[src/rtl/message_scroller.sv]
// message_scroller: sequences a 16-entry combinational message ROM.
// Fetches NUM_DIGITS consecutive characters starting at offset (one per
// clock), commits the window to disp_chars, then waits TICK_DIV enabled
// clocks before stepping offset by +/-1 (mod 16) and fetching again.
//   clk, reset        : clock, synchronous active-high reset
//   enable            : scroll timer runs when high
//   dir               : 0 = forward, 1 = reverse (sampled at the step point)
//   restart           : force offset 0 and refetch immediately
//   char_in           : ROM data for addr (same cycle)
//   addr, offset      : ROM read address, current window start
//   disp_chars        : committed window, digit i at [8i+7:8i]
//   frame_valid       : one-cycle pulse when a new window becomes visible
//   busy              : high while fetching or committing
module message_scroller #(
  parameter int NUM_DIGITS = 6,
  parameter int TICK_DIV   = 25000000
) (
  input  logic                    clk,
  input  logic                    reset,
  input  logic                    enable,
  input  logic                    dir,
  input  logic                    restart,
  input  logic [7:0]              char_in,
  output logic [3:0]              addr,
  output logic [3:0]              offset,
  output logic [8*NUM_DIGITS-1:0] disp_chars,
  output logic                    frame_valid,
  output logic                    busy
);

  localparam int TW = (TICK_DIV > 1) ? $clog2(TICK_DIV) : 1;
  localparam logic [TW-1:0] TICK_LAST = TW'(TICK_DIV - 1);
  localparam logic [3:0]    IDX_LAST  = 4'(NUM_DIGITS - 1);

  typedef enum logic [1:0] {
    FETCH,
    COMMIT,
    WAIT
  } state_t;

  state_t                  state, state_nx;
  logic [3:0]              idx;
  logic [TW-1:0]           tick_cnt;
  logic [8*NUM_DIGITS-1:0] shadow;
  logic                    last_fetch;
  logic                    terminal;

  always_ff @(posedge clk) begin
    if (reset) begin
      state <= FETCH;
    end else begin
      state <= state_nx;
    end
  end

  always_comb begin
    state_nx   = state;
    last_fetch = (idx == IDX_LAST);
    terminal   = enable && (tick_cnt == TICK_LAST);
    case (state)
      FETCH:   if (last_fetch) state_nx = COMMIT;
      COMMIT:  state_nx = WAIT;
      WAIT:    if (terminal) state_nx = FETCH;
      default: state_nx = FETCH;
    endcase
    if (restart) begin
      state_nx = FETCH;
    end
  end

  always_comb begin
    addr = offset;
    if (state == FETCH) begin
      addr = offset + idx;
    end
    // Gated by reset so busy reads low while reset is held.
    busy = (state != WAIT) && !reset;
  end

  always_ff @(posedge clk) begin
    if (reset) begin
      idx         <= '0;
      offset      <= '0;
      tick_cnt    <= '0;
      shadow      <= {NUM_DIGITS{8'h20}};
      disp_chars  <= {NUM_DIGITS{8'h20}};
      frame_valid <= 1'b0;
    end else begin
      frame_valid <= 1'b0;
      if (restart) begin
        idx      <= '0;
        offset   <= '0;
        tick_cnt <= '0;
      end else begin
        case (state)
          FETCH: begin
            for (int unsigned i = 0; i < unsigned'(NUM_DIGITS); i++) begin
              if (idx == 4'(i)) begin
                shadow[8*i +: 8] <= char_in;
              end
            end
            idx <= last_fetch ? 4'd0 : idx + 4'd1;
          end
          COMMIT: begin
            disp_chars  <= shadow;
            frame_valid <= 1'b1;
            tick_cnt    <= '0;
          end
          WAIT: begin
            if (terminal) begin
              offset   <= dir ? offset - 4'd1 : offset + 4'd1;
              tick_cnt <= '0;
            end else if (enable) begin
              tick_cnt <= tick_cnt + TW'(1);
            end
          end
          default: ;
        endcase
      end
    end
  end

endmodule

[config.mk]
export PLATFORM = sky130hd
export DESIGN_NAME = message_scroller
export DESIGN_NICKNAME = d
export VERILOG_FILES = /design/src/rtl/message_scroller.sv
export SDC_FILE = /design/constraint.sdc
export NUM_CORES = 1
export LEC_CHECK = 0
export CAP_MARGIN = 30
export CORE_MARGIN = 4
export CORE_UTILIZATION = 59
export DETAILED_ROUTE_END_ITERATION = 12
export PLACE_DENSITY = 0.91
export SYNTH_ARGS = -nofsm -noshare
export SYNTH_HDL_FRONTEND = slang
export SYNTH_SLANG_ARGS = --single-unit
export TNS_END_PERCENT = 1
[constraint.sdc]
create_clock -name clk -period 4.45 [get_ports clk]
set_input_delay 1.1125 -clock clk [delete_from_list [all_inputs] [get_ports clk]]
set_output_delay 1.1125 -clock clk [all_outputs]
set_load 0.05 [all_outputs]
==> run_results.csv, run 1 <==
group,metric,value,unit
run_status,outcome,"completed",
global_routing,antenna_found_initial,0,
setup_path,worst_setup_path_start_kind,"flop",
setup_path,reg2reg_depth,6,
yosys,netlist_instances,612,
clock_network,clkSinkCount,132,
die,io_pins,71,
power_and_ir_drop,irDropWorstVdd,281.5,uV
yosys,ys_async_sr_fraction,0,
die,fp.dieW,103.7,um
placement,place_hpwl,8354,um
drt,via_per_inst,5.890,
yosys,synth_edf_count,0,
sta,hold_viol,0,
drt,drt_iter0_markers,298,
sta,worst_pin_slew,963.3,ps
setup_path,timing.rr.start,"tick_cnt[0]",
yosys,syn_avg_cell_area,8.822,um2
clock_network,root_buffer,"clkbuf_8",
drt,totalWireLength,13410,um
placement,io_buffer_count,70,
yosys,synth_ff_type,"dfxtp_1",
clock_network,cts_tree,"built",
job,cap_violations,0,
yosys,ys_ff_latch,132,
global_routing,grt_pass1_wl,22090,um
placement,place_ws,1028,ps
setup_path,crit_fanout,9,
sta,setup_tns,0,ps
sta,finClkSkew,8.593,ps
final_layout,drive_above_1_share,0.07647,
setup_path,r2r-end,"tick_cnt[6]",
sta,fin_crit,3962,ps
placement,gp_congestion,0.8228,
final_layout,layout.nets,688,
clock_network,clk_pin_slew,60,ps
clock_network,cts_resized,0,
drt,num_vias,4641,
clock_network,clkLatencyLatePin,520,ps
placement,dpl.cell_count,756,
die,core-area,8806,um2
die,start_util,0.6131,
sta,fin_crit_sh,0.8904,
setup_path,startpoint,"idx[1]",
clock_network,cts_buffers,17,
die,die_y,103.7,um
final_layout,n_fill_cell,531,
final_layout,syn_to_final_growth,23.82,%
sta,relSlewSlack,0.3578,
yosys,ys_types,57,
yosys,syn_nets,633,
sta,setup_violations,0,
global_routing,grt_start_max_net_pins,101,
global_routing,grt_pass1_vias,4611,
setup_path,end_kind,"output port",
global_routing,grt-ovfl-total,0,
setup_path,endpoint,"addr[3]",
sta,clock.fmax,0.2524,GHz
drt,drcViolationCount,0,
final_layout,n_antenna_cell,0,
yosys,yosys_warnings,0,
sta,maxSlewViolCount,0,
clock_network,hold_buffers,0,
setup_path,critPathArrivalTime,2850,ps
sta,setup_slack,487.5,ps
setup_path,worstPathRequired,3340,ps
clock_network,postCtsSetupBuffers,0,
clock_network,htree_levels,4,
power_and_ir_drop,p_per_area,395.1,nW/um2
worst_hold_path,worstHoldPathType,"flop to flop",
yosys,syn-cell-area,5399,um2
yosys,ys_seq_area_frac,0.4895,
die,dieArea,10750,um2
global_routing,track_usage,0.2496,
sta,rsz0062_at_grt,"no",
final_layout,fin_cells,788,
drt,routedWlPerCell,17.02,um
power_and_ir_drop,p_leak,2.580,nW
setup_path,r2r_slack,2240,ps
setup_path,worstSetupPathType,"flop to output port",
drt,ant_nets,0,
drt,drt-pass1-iter-count,5,
die,rows,34,
clock_network,clockBufferDepth,2,
-- area by class of cell --
cell class	count	area (um2)	area share
Clock buffer	20	435.4	0.06513
Clock inverter	12	142.6	0.02134
Inverter	12	45.04	0.006738
Multi-Input combinational cell	432	2561	0.3831
Sequential cell	132	2643	0.3953
Tap cell	108	135.1	0.02021
Timing Repair Buffer	72	723.2	0.1082
-- metal layers --
| layer | GRT usage | vias to the layer above | share of wire |
|---|---|---|---|
| li1 | - | 2201 | - |
| met1 | 0.3009 | 2205 | 0.42 |
| met2 | 0.4220 | 203 | 0.49 |
| met3 | 0.06592 | 32 | 0.063 |
| met4 | 0.1054 | 0 | 0.026 |
| met5 | 0 | - | 0 |
-- synth_stat cells, types with 8 or more instances --
library cell  count  area [um2]
a21oi_1          59       295.3
buf_2            12       60.06
clkbuf_1         22       82.58
dfxtp_1         132        2643
inv_1            12       45.04
mux2i_1          44       440.4
nand2_1         111       416.7
nand3_1          15       75.07
nand3b_1          8       60.06
nand4_1           8       50.05
nor2_1           78       292.8
xnor2_1          10       87.58
xor2_1           10       87.58
-- state kept, by name, summed over array words and instances (netlist names) --
| signal | cells |
|---|---|
| disp_chars | 48 |
| frame_valid | 1 |
| idx | 4 |
| offset | 4 |
| shadow | 48 |
| state | 2 |
| tick_cnt | 25 |
-- cells by family (layout without fill, tap and decap cells) --
kind of cell / Yosys count / count (layout) / synth area share
and+or+nand+nor: 266 / 266 / 0.2334
DFF: 132 / 132 / 0.4895
AOI/OAI and AO/OA: 93 / 93 / 0.1022
buffers and inverters: 48 / 116 / 0.03754
muxes: 45 / 45 / 0.08366
xor gates and xnor gates: 20 / 20 / 0.03244
adders and majority gates: 8 / 8 / 0.02132
-- cell usage in the layout (no fill, tap or decap), types with 2 or more instances in the layout --
| master | instances |
|---|---|
| and3_1 | 2 |
| nand2_1 | 111 |
| or2_2 | 2 |
| nor3_1 | 6 |
| nand3_1 | 15 |
| nor2b_1 | 5 |
| xor2_1 | 10 |
| xnor2_1 | 10 |
| clkinvlp_4 | 4 |
| mux2i_1 | 44 |
| a211o_1 | 6 |
| nand4_1 | 8 |
| nand2b_1 | 3 |
| nor2_1 | 77 |
| clkbuf_16 | 16 |
| fa_1 | 2 |
| a21o_1 | 3 |
| and4_1 | 3 |
| inv_1 | 12 |
| a211oi_1 | 2 |
| clkbuf_8 | 2 |
| bufinv_16 | 2 |
| ha_1 | 6 |
| o21ai_0 | 5 |
| o211ai_1 | 3 |
| or3_1 | 2 |
| dfxtp_1 | 132 |
| clkbuf_1 | 2 |
| clkdlybuf4s50_1 | 69 |
| nor4_1 | 5 |
| o21ai_1 | 2 |
| a21oi_1 | 59 |
| nor4bb_1 | 2 |
| and4_4 | 2 |
| nand3b_1 | 8 |
| a31oi_1 | 5 |
| inv_6 | 5 |
-- worst min-delay path by stage --
stage                    from  cells past startpoint  slack (ps)              to
3_3_place_gp       shadow[36]                      2         440  disp_chars[36]
4_1_cts        disp_chars[46]                      2         450  disp_chars[46]
6_report       disp_chars[33]                      2         450  disp_chars[33]
3_5_place_dp   disp_chars[46]                      2         450  disp_chars[46]
5_1_grt        disp_chars[46]                      2         460  disp_chars[46]
2_1_floorplan       shadow[8]                      2         430   disp_chars[8]
-- metrics by stage --
stage	instance area [um2]	utilization	hold WS [ps]	power, mW
after floorplan	5399	-	431.2	1.275
after global placement	6087	0.6912	436.8	1.302
after detailed placement	6107	0.6935	445.6	1.306
after CTS	6685	0.7592	453.9	2.648
after global routing	6685	0.7592	464.9	2.718
final	6685	0.7592	451.9	2.641
-- worst max-delay path, cell delays in order, from the launching register on --
cell and delay, ps:
dfxtp_1 530, ha_1 300, a21o_1 160, a21oi_1 170, xnor2_1 130, nand2_1 80
xnor2_1 150, clkdlybuf4s50_1 820
-- power breakdown --
part,internal (mW),switching [mW],total (mW)
logic,0.0298,0.0551,0.0849
clock network,0.821,0.536,1.36
registers,1.19,0.00708,1.20
total,2.04,0.598,2.64
(Power assumes the default switching activity.)
==> run 2: changes to the inputs <==
--- a/config.mk
+++ b/config.mk
@@ -8,8 +8,10 @@
 export CAP_MARGIN = 30
 export CORE_MARGIN = 4
 export CORE_UTILIZATION = 59
+export CTS_CLUSTER_SIZE = 30
 export DETAILED_ROUTE_END_ITERATION = 12
 export PLACE_DENSITY = 0.91
+export SLEW_MARGIN = 25
 export SYNTH_ARGS = -nofsm -noshare
 export SYNTH_HDL_FRONTEND = slang
 export SYNTH_SLANG_ARGS = --single-unit
==> run_results.csv, run 2 (synthesis results as in run 1) <==
group,metric,value,unit
final_layout,n_antenna_cell,0,
final_layout,most-common-layout-cells,"132 x dfxtp_1, 111 x nand2_1, 77 x nor2_1, 69 x clkdlybuf4s50_1, 59 x a21oi_1",
power_and_ir_drop,irDropWorstVdd,294.4,uV
job,cap_violations,0,
die,start_util,0.6131,
placement,io_buffer_count,70,
drt,drt_iter0_markers,348,
setup_path,end_kind,"output port",
drt,routedWlPerCell,17.31,um
clock_network,clockBufferDepth,2,
setup_path,critPathMaxStageDelay,810,ps
die,dieArea,10750,um2
setup_path,crit_fanout,9,
power_and_ir_drop,internal_power,2.102,mW
power_and_ir_drop,p_sw_frac,0.2230,
sta,worst_pin_slew,944.2,ps
setup_path,worstPathRequired,3340,ps
setup_path,cp_top_family,"buffers and inverters",
final_layout,stdcell_area,6705,um2
setup_path,critPathArrivalTime,2860,ps
global_routing,grt_start_max_net_pins,101,
setup_path,worst_setup_path_start_kind,"flop",
setup_path,r2r-end,"tick_cnt[6]",
setup_path,worstSetupPathType,"flop to output port",
clock_network,cts_buffers,17,
sta,finClkSkew,8.842,ps
sta,relSlewSlack,0.3705,
clock_network,root_buffer,"clkbuf_8",
sta,fin_crit_sh,0.8923,
setup_path,reg2reg_depth,6,
power_and_ir_drop,power_switching,0.6032,mW
clock_network,cts_resized,0,
worst_hold_path,min_from,"disp_chars[46]",
placement,place_hpwl,8503,um
drt,totalWireLength,13640,um
final_layout,layout.nets,688,
final_layout,syn_to_final_growth,24.19,%
drt,num_vias,4606,
die,io_pins,71,
sta,rsz0062_at_grt,"no",
run_status,outcome,"completed",
die,core-area,8806,um2
worst_hold_path,whs_endpoint,"disp_chars[46]",
final_layout,fin_cells,788,
final_layout,largestRegisters,"disp_chars: 48 flops, shadow: 48 flops, tick_cnt: 25 flops",
setup_path,path_cells,"ha_1 -> a21o_1 -> a21oi_1 -> xnor2_1 -> nand2_1 -> xnor2_1 -> clkdlybuf4s50_1",
power_and_ir_drop,combinationalPowerShare,0.031,
placement,gp_congestion,0.8228,
die,die_y,103.7,um
clock_network,hold_buffers,0,
power_and_ir_drop,pwr-share-seq,0.443,
placement,dpl.cell_count,756,
power_and_ir_drop,p_per_area,403.4,nW/um2
die,rows,34,
sta,hold_viol,0,
drt,ant_nets,0,
drt,drt-pass1-iter-count,5,
global_routing,track_usage,0.2528,
clock_network,clkLatencyLatePin,520,ps
setup_path,cp_slowest_cell,"clkdlybuf4s50_1",
power_and_ir_drop,clockPowerShare,0.526,
placement,place_area,6102,um2
clock_network,clkSinkCount,132,
clock_network,postCtsSetupBuffers,0,
setup_path,cp_common_cell,"xnor2_1",
sta,clock.fmax,0.2518,GHz
global_routing,grt-ovfl-total,0,
global_routing,antenna_found_initial,0,
final_layout,final_common_cell,"dfxtp_1",
drt,drcViolationCount,0,
setup_path,timing.rr.start,"tick_cnt[0]",
drt,via_per_inst,5.845,
sta,fin_crit,3971,ps
global_routing,grt_pass1_wl,22220,um
global_routing,grt_pass1_vias,4630,
sta,maxSlewViolCount,0,
clock_network,clk_pin_slew,60,ps
worst_hold_path,holdPathStages,2,
clock_network,htree_levels,4,
sta,setup_violations,0,
sta,setup_tns,0,ps
clock_network,cts_tree,"built",
final_layout,drive_above_1_share,0.07647,
setup_path,r2r_slack,2220,ps
worst_hold_path,worstHoldPathType,"flop to flop",
setup_path,crit_buf_inv,1,
power_and_ir_drop,p_leak,2.601,nW
die,fp.dieW,103.7,um
==> run 2: cell types whose count changed in the layout (fill, tap and decap cells not counted), sizes merged <==
cell and change:
clkinvlp -3, clkinv +2, bufinv +1
==> run 2: how the worst max path moves through the flow <==
stage                     startpoint  endpoint  slack (ps)  cells past startpoint
after floorplan            offset[1]   addr[3]         980                      6
after global routing          idx[1]   addr[3]         330                      7
after global placement        idx[1]   addr[3]        1060                      7
after CTS                     idx[1]   addr[3]         470                      7
final                         idx[1]   addr[3]         480                      7
after detailed placement      idx[1]   addr[3]        1030                      7
==> run 2: per-layer routing <==
metal  up-vias  share of wire  GRT usage
li1       2192              -          -
met4         0          0.028     0.1092
met3        41          0.059    0.06592
met1      2201           0.42     0.3001
met2       172           0.49     0.4327
met5         -              0          0
==> run 2: final cells by class <==
class | instances | area (um2)
Multi-Input combinational cell | 432 | 2561
Tap cell | 108 | 135.1
Sequential cell | 132 | 2643
Clock inverter | 12 | 167.7
Inverter | 12 | 45.04
Clock buffer | 20 | 435.4
Timing Repair Buffer | 72 | 718.2
Fill cell | 525 | 2101
==> run 2: metrics by stage <==
step | setup slack (ps) | hold slack, ps | utilization | total power [mW]
CTS | 469.4 | 453.2 | 0.7614 | 2.707
floorplan | 979.6 | 431.2 | - | 1.275
global route | 334.9 | 463.9 | 0.7614 | 2.770
global placement | 1061 | 436.8 | 0.6912 | 1.302
finish | 479.3 | 450.6 | 0.7614 | 2.705
detailed placement | 1032 | 445.6 | 0.6930 | 1.306
==> run 2: power by group through the flow <==
stage	Sequential, mW	Combinational, mW	Clock (mW)
finish	1.20	0.0843	1.42
global placement	1.22	0.0793	0
global route	1.20	0.0897	1.48
detailed placement	1.22	0.0822	0
CTS	1.20	0.0833	1.42
floorplan	1.22	0.0530	0
==> run 2: worst min-delay path: stages, from the launching register on <==
cell and delay (ps):
dfxtp_1 300, nand2_1 50, a21oi_1 50
==> run 3: changes to the inputs <==
==> constraint.sdc (replaced) <==
create_clock -name clk -period 4.45 [get_ports clk]
set_input_delay 0.6675 -clock clk [delete_from_list [all_inputs] [get_ports clk]]
set_output_delay 0.6675 -clock clk [all_outputs]
set_load 0.05 [all_outputs]
==> run_results.csv, run 3 (synthesis results as in run 1) <==
group,metric,value,unit
setup_path,end_kind,"output port",
setup_path,worstPathRequired,3780,ps
global_routing,grt-ovfl-total,0,
sta,hold_viol,0,
sta,clock.fmax,0.2784,GHz
setup_path,cp_top_family,"buffers and inverters",
drt,ant_nets,0,
drt,drcViolationCount,0,
sta,setup_slack,858.4,ps
setup_path,r2r-end,"tick_cnt[8]",
power_and_ir_drop,irDropWorstVdd,356.2,uV
clock_network,clk_pin_slew,70,ps
setup_path,reg2reg_depth,6,
clock_network,clockBufferDepth,2,
die,fp.dieW,103.7,um
sta,worst_pin_slew,956.7,ps
die,core-area,8806,um2
final_layout,n_antenna_cell,0,
final_layout,n_fill_cell,532,
setup_path,r2r_slack,2110,ps
placement,place_hpwl,8523,um
die,die_y,103.7,um
clock_network,htree_levels,4,
setup_path,cp_slowest_cell,"clkdlybuf4s50_1",
die,start_util,0.6131,
setup_path,worstSetupPathType,"flop to output port",
setup_path,worst_setup_path_start_kind,"flop",
global_routing,grt_pass1_vias,4758,
sta,fin_crit,3592,ps
sta,maxSlewViolCount,0,
global_routing,grt_start_max_net_pins,100,
run_status,outcome,"completed",
sta,setup_violations,0,
clock_network,root_buffer,"clkbuf_8",
final_layout,final_common_cell,"dfxtp_1",
setup_path,path_depth,7,
sta,finClkSkew,8.204,ps
die,dieArea,10750,um2
drt,drt-pass1-iter-count,8,
clock_network,hold_buffers,0,
global_routing,grt_pass1_wl,23030,um
sta,setup_tns,0,ps
final_layout,largestRegisters,"disp_chars: 48 flops, shadow: 48 flops, tick_cnt: 25 flops",
final_layout,drive_above_1_share,0.07941,
sta,fin_crit_sh,0.8071,
job,cap_violations,0,
setup_path,crit_fanout,9,
die,rows,34,
setup_path,critPathMaxStageDelay,820,ps
setup_path,cp_common_cell,"xnor2_1",
final_layout,fin_cells,788,
die,io_pins,71,
sta,relSlewSlack,0.3622,
setup_path,endpoint,"addr[3]",
clock_network,cts_resized,0,
setup_path,path_cells,"ha_1 -> a21o_1 -> a21oi_1 -> xnor2_1 -> nand2_1 -> xnor2_1 -> clkdlybuf4s50_1",
setup_path,startpoint,"idx[1]",
global_routing,track_usage,0.2620,
drt,drt_iter0_markers,346,
drt,totalWireLength,13990,um
global_routing,antenna_found_initial,0,
power_and_ir_drop,p_leak,2.587,nW
final_layout,syn_to_final_growth,23.55,%
placement,gp_congestion,0.8234,
worst_hold_path,worstHoldPathType,"flop to flop",
power_and_ir_drop,p_per_area,391.5,nW/um2
setup_path,critPathArrivalTime,2920,ps
drt,routedWlPerCell,17.75,um
setup_path,timing.rr.start,"tick_cnt[0]",
drt,num_vias,4748,
placement,dpl.cell_count,756,
clock_network,cts_tree,"built",
sta,rsz0062_at_grt,"no",
clock_network,clkLatencyLatePin,520,ps
final_layout,layout.nets,688,
clock_network,clkSinkCount,132,
final_layout,most-common-layout-cells,"132 x dfxtp_1, 111 x nand2_1, 77 x nor2_1, 69 x clkdlybuf4s50_1, 59 x a21oi_1",
drt,via_per_inst,6.025,
clock_network,postCtsSetupBuffers,0,
placement,place_ws,1413,ps
clock_network,cts_buffers,17,
placement,io_buffer_count,70,
setup_path,crit_buf_inv,1,
run 3: worst min-delay path, delay by kind of cell, from the launching register on:
kind | cells | cell delay [ps]
DFF | 1 | 310
and+or+nand+nor | 1 | 50
AOI/OAI and AO/OA | 1 | 50
run 3: report_power, final:
part	internal, mW	total [mW]	switching, mW
logic	0.0298	0.0859	0.0560
clock network	0.755	1.33	0.571
registers	1.19	1.20	0.00742
total	1.98	2.61	0.635
run 3: routing by layer:
layer,part of all wire,global-route usage,up-vias
met2,0.49,0.4374,248
met4,0.030,0.1244,0
met5,0,0,-
met1,0.41,0.3194,2258
li1,-,-,2191
met3,0.067,0.06281,51
run 3: final cells by class:
type	instances	area (um2)	share of cell area
clock buffer	17	414.1	0.06209
clock inverter	15	141.4	0.02120
inverter	12	45.04	0.006753
multi-input combinational	432	2561	0.3840
sequential	132	2643	0.3962
tap	108	135.1	0.02026
timing repair buffer	72	730.7	0.1095
run 3: metrics by stage:
stage	hold slack [ps]	power, mW	util	cell area, um2
4_1_cts	458.7	2.617	0.7575	6670
5_1_grt	480.4	2.675	0.7575	6670
3_3_place_gp	436.5	1.302	0.6912	6087
6_report	459.2	2.611	0.7575	6670
2_1_floorplan	431.2	1.275	-	5399
3_5_place_dp	450.1	1.305	0.6944	6115
run 3: worst min path at each step:
stage                              start              to  slack [ps]  cells past startpoint
after floorplan                shadow[8]   disp_chars[8]         430                      2
after global placement        shadow[36]  disp_chars[36]         440                      2
after detailed placement  disp_chars[39]  disp_chars[39]         450                      2
after CTS                 disp_chars[39]  disp_chars[39]         460                      2
after global routing           shadow[0]   disp_chars[0]         480                      2
final                     disp_chars[39]  disp_chars[39]         460                      2
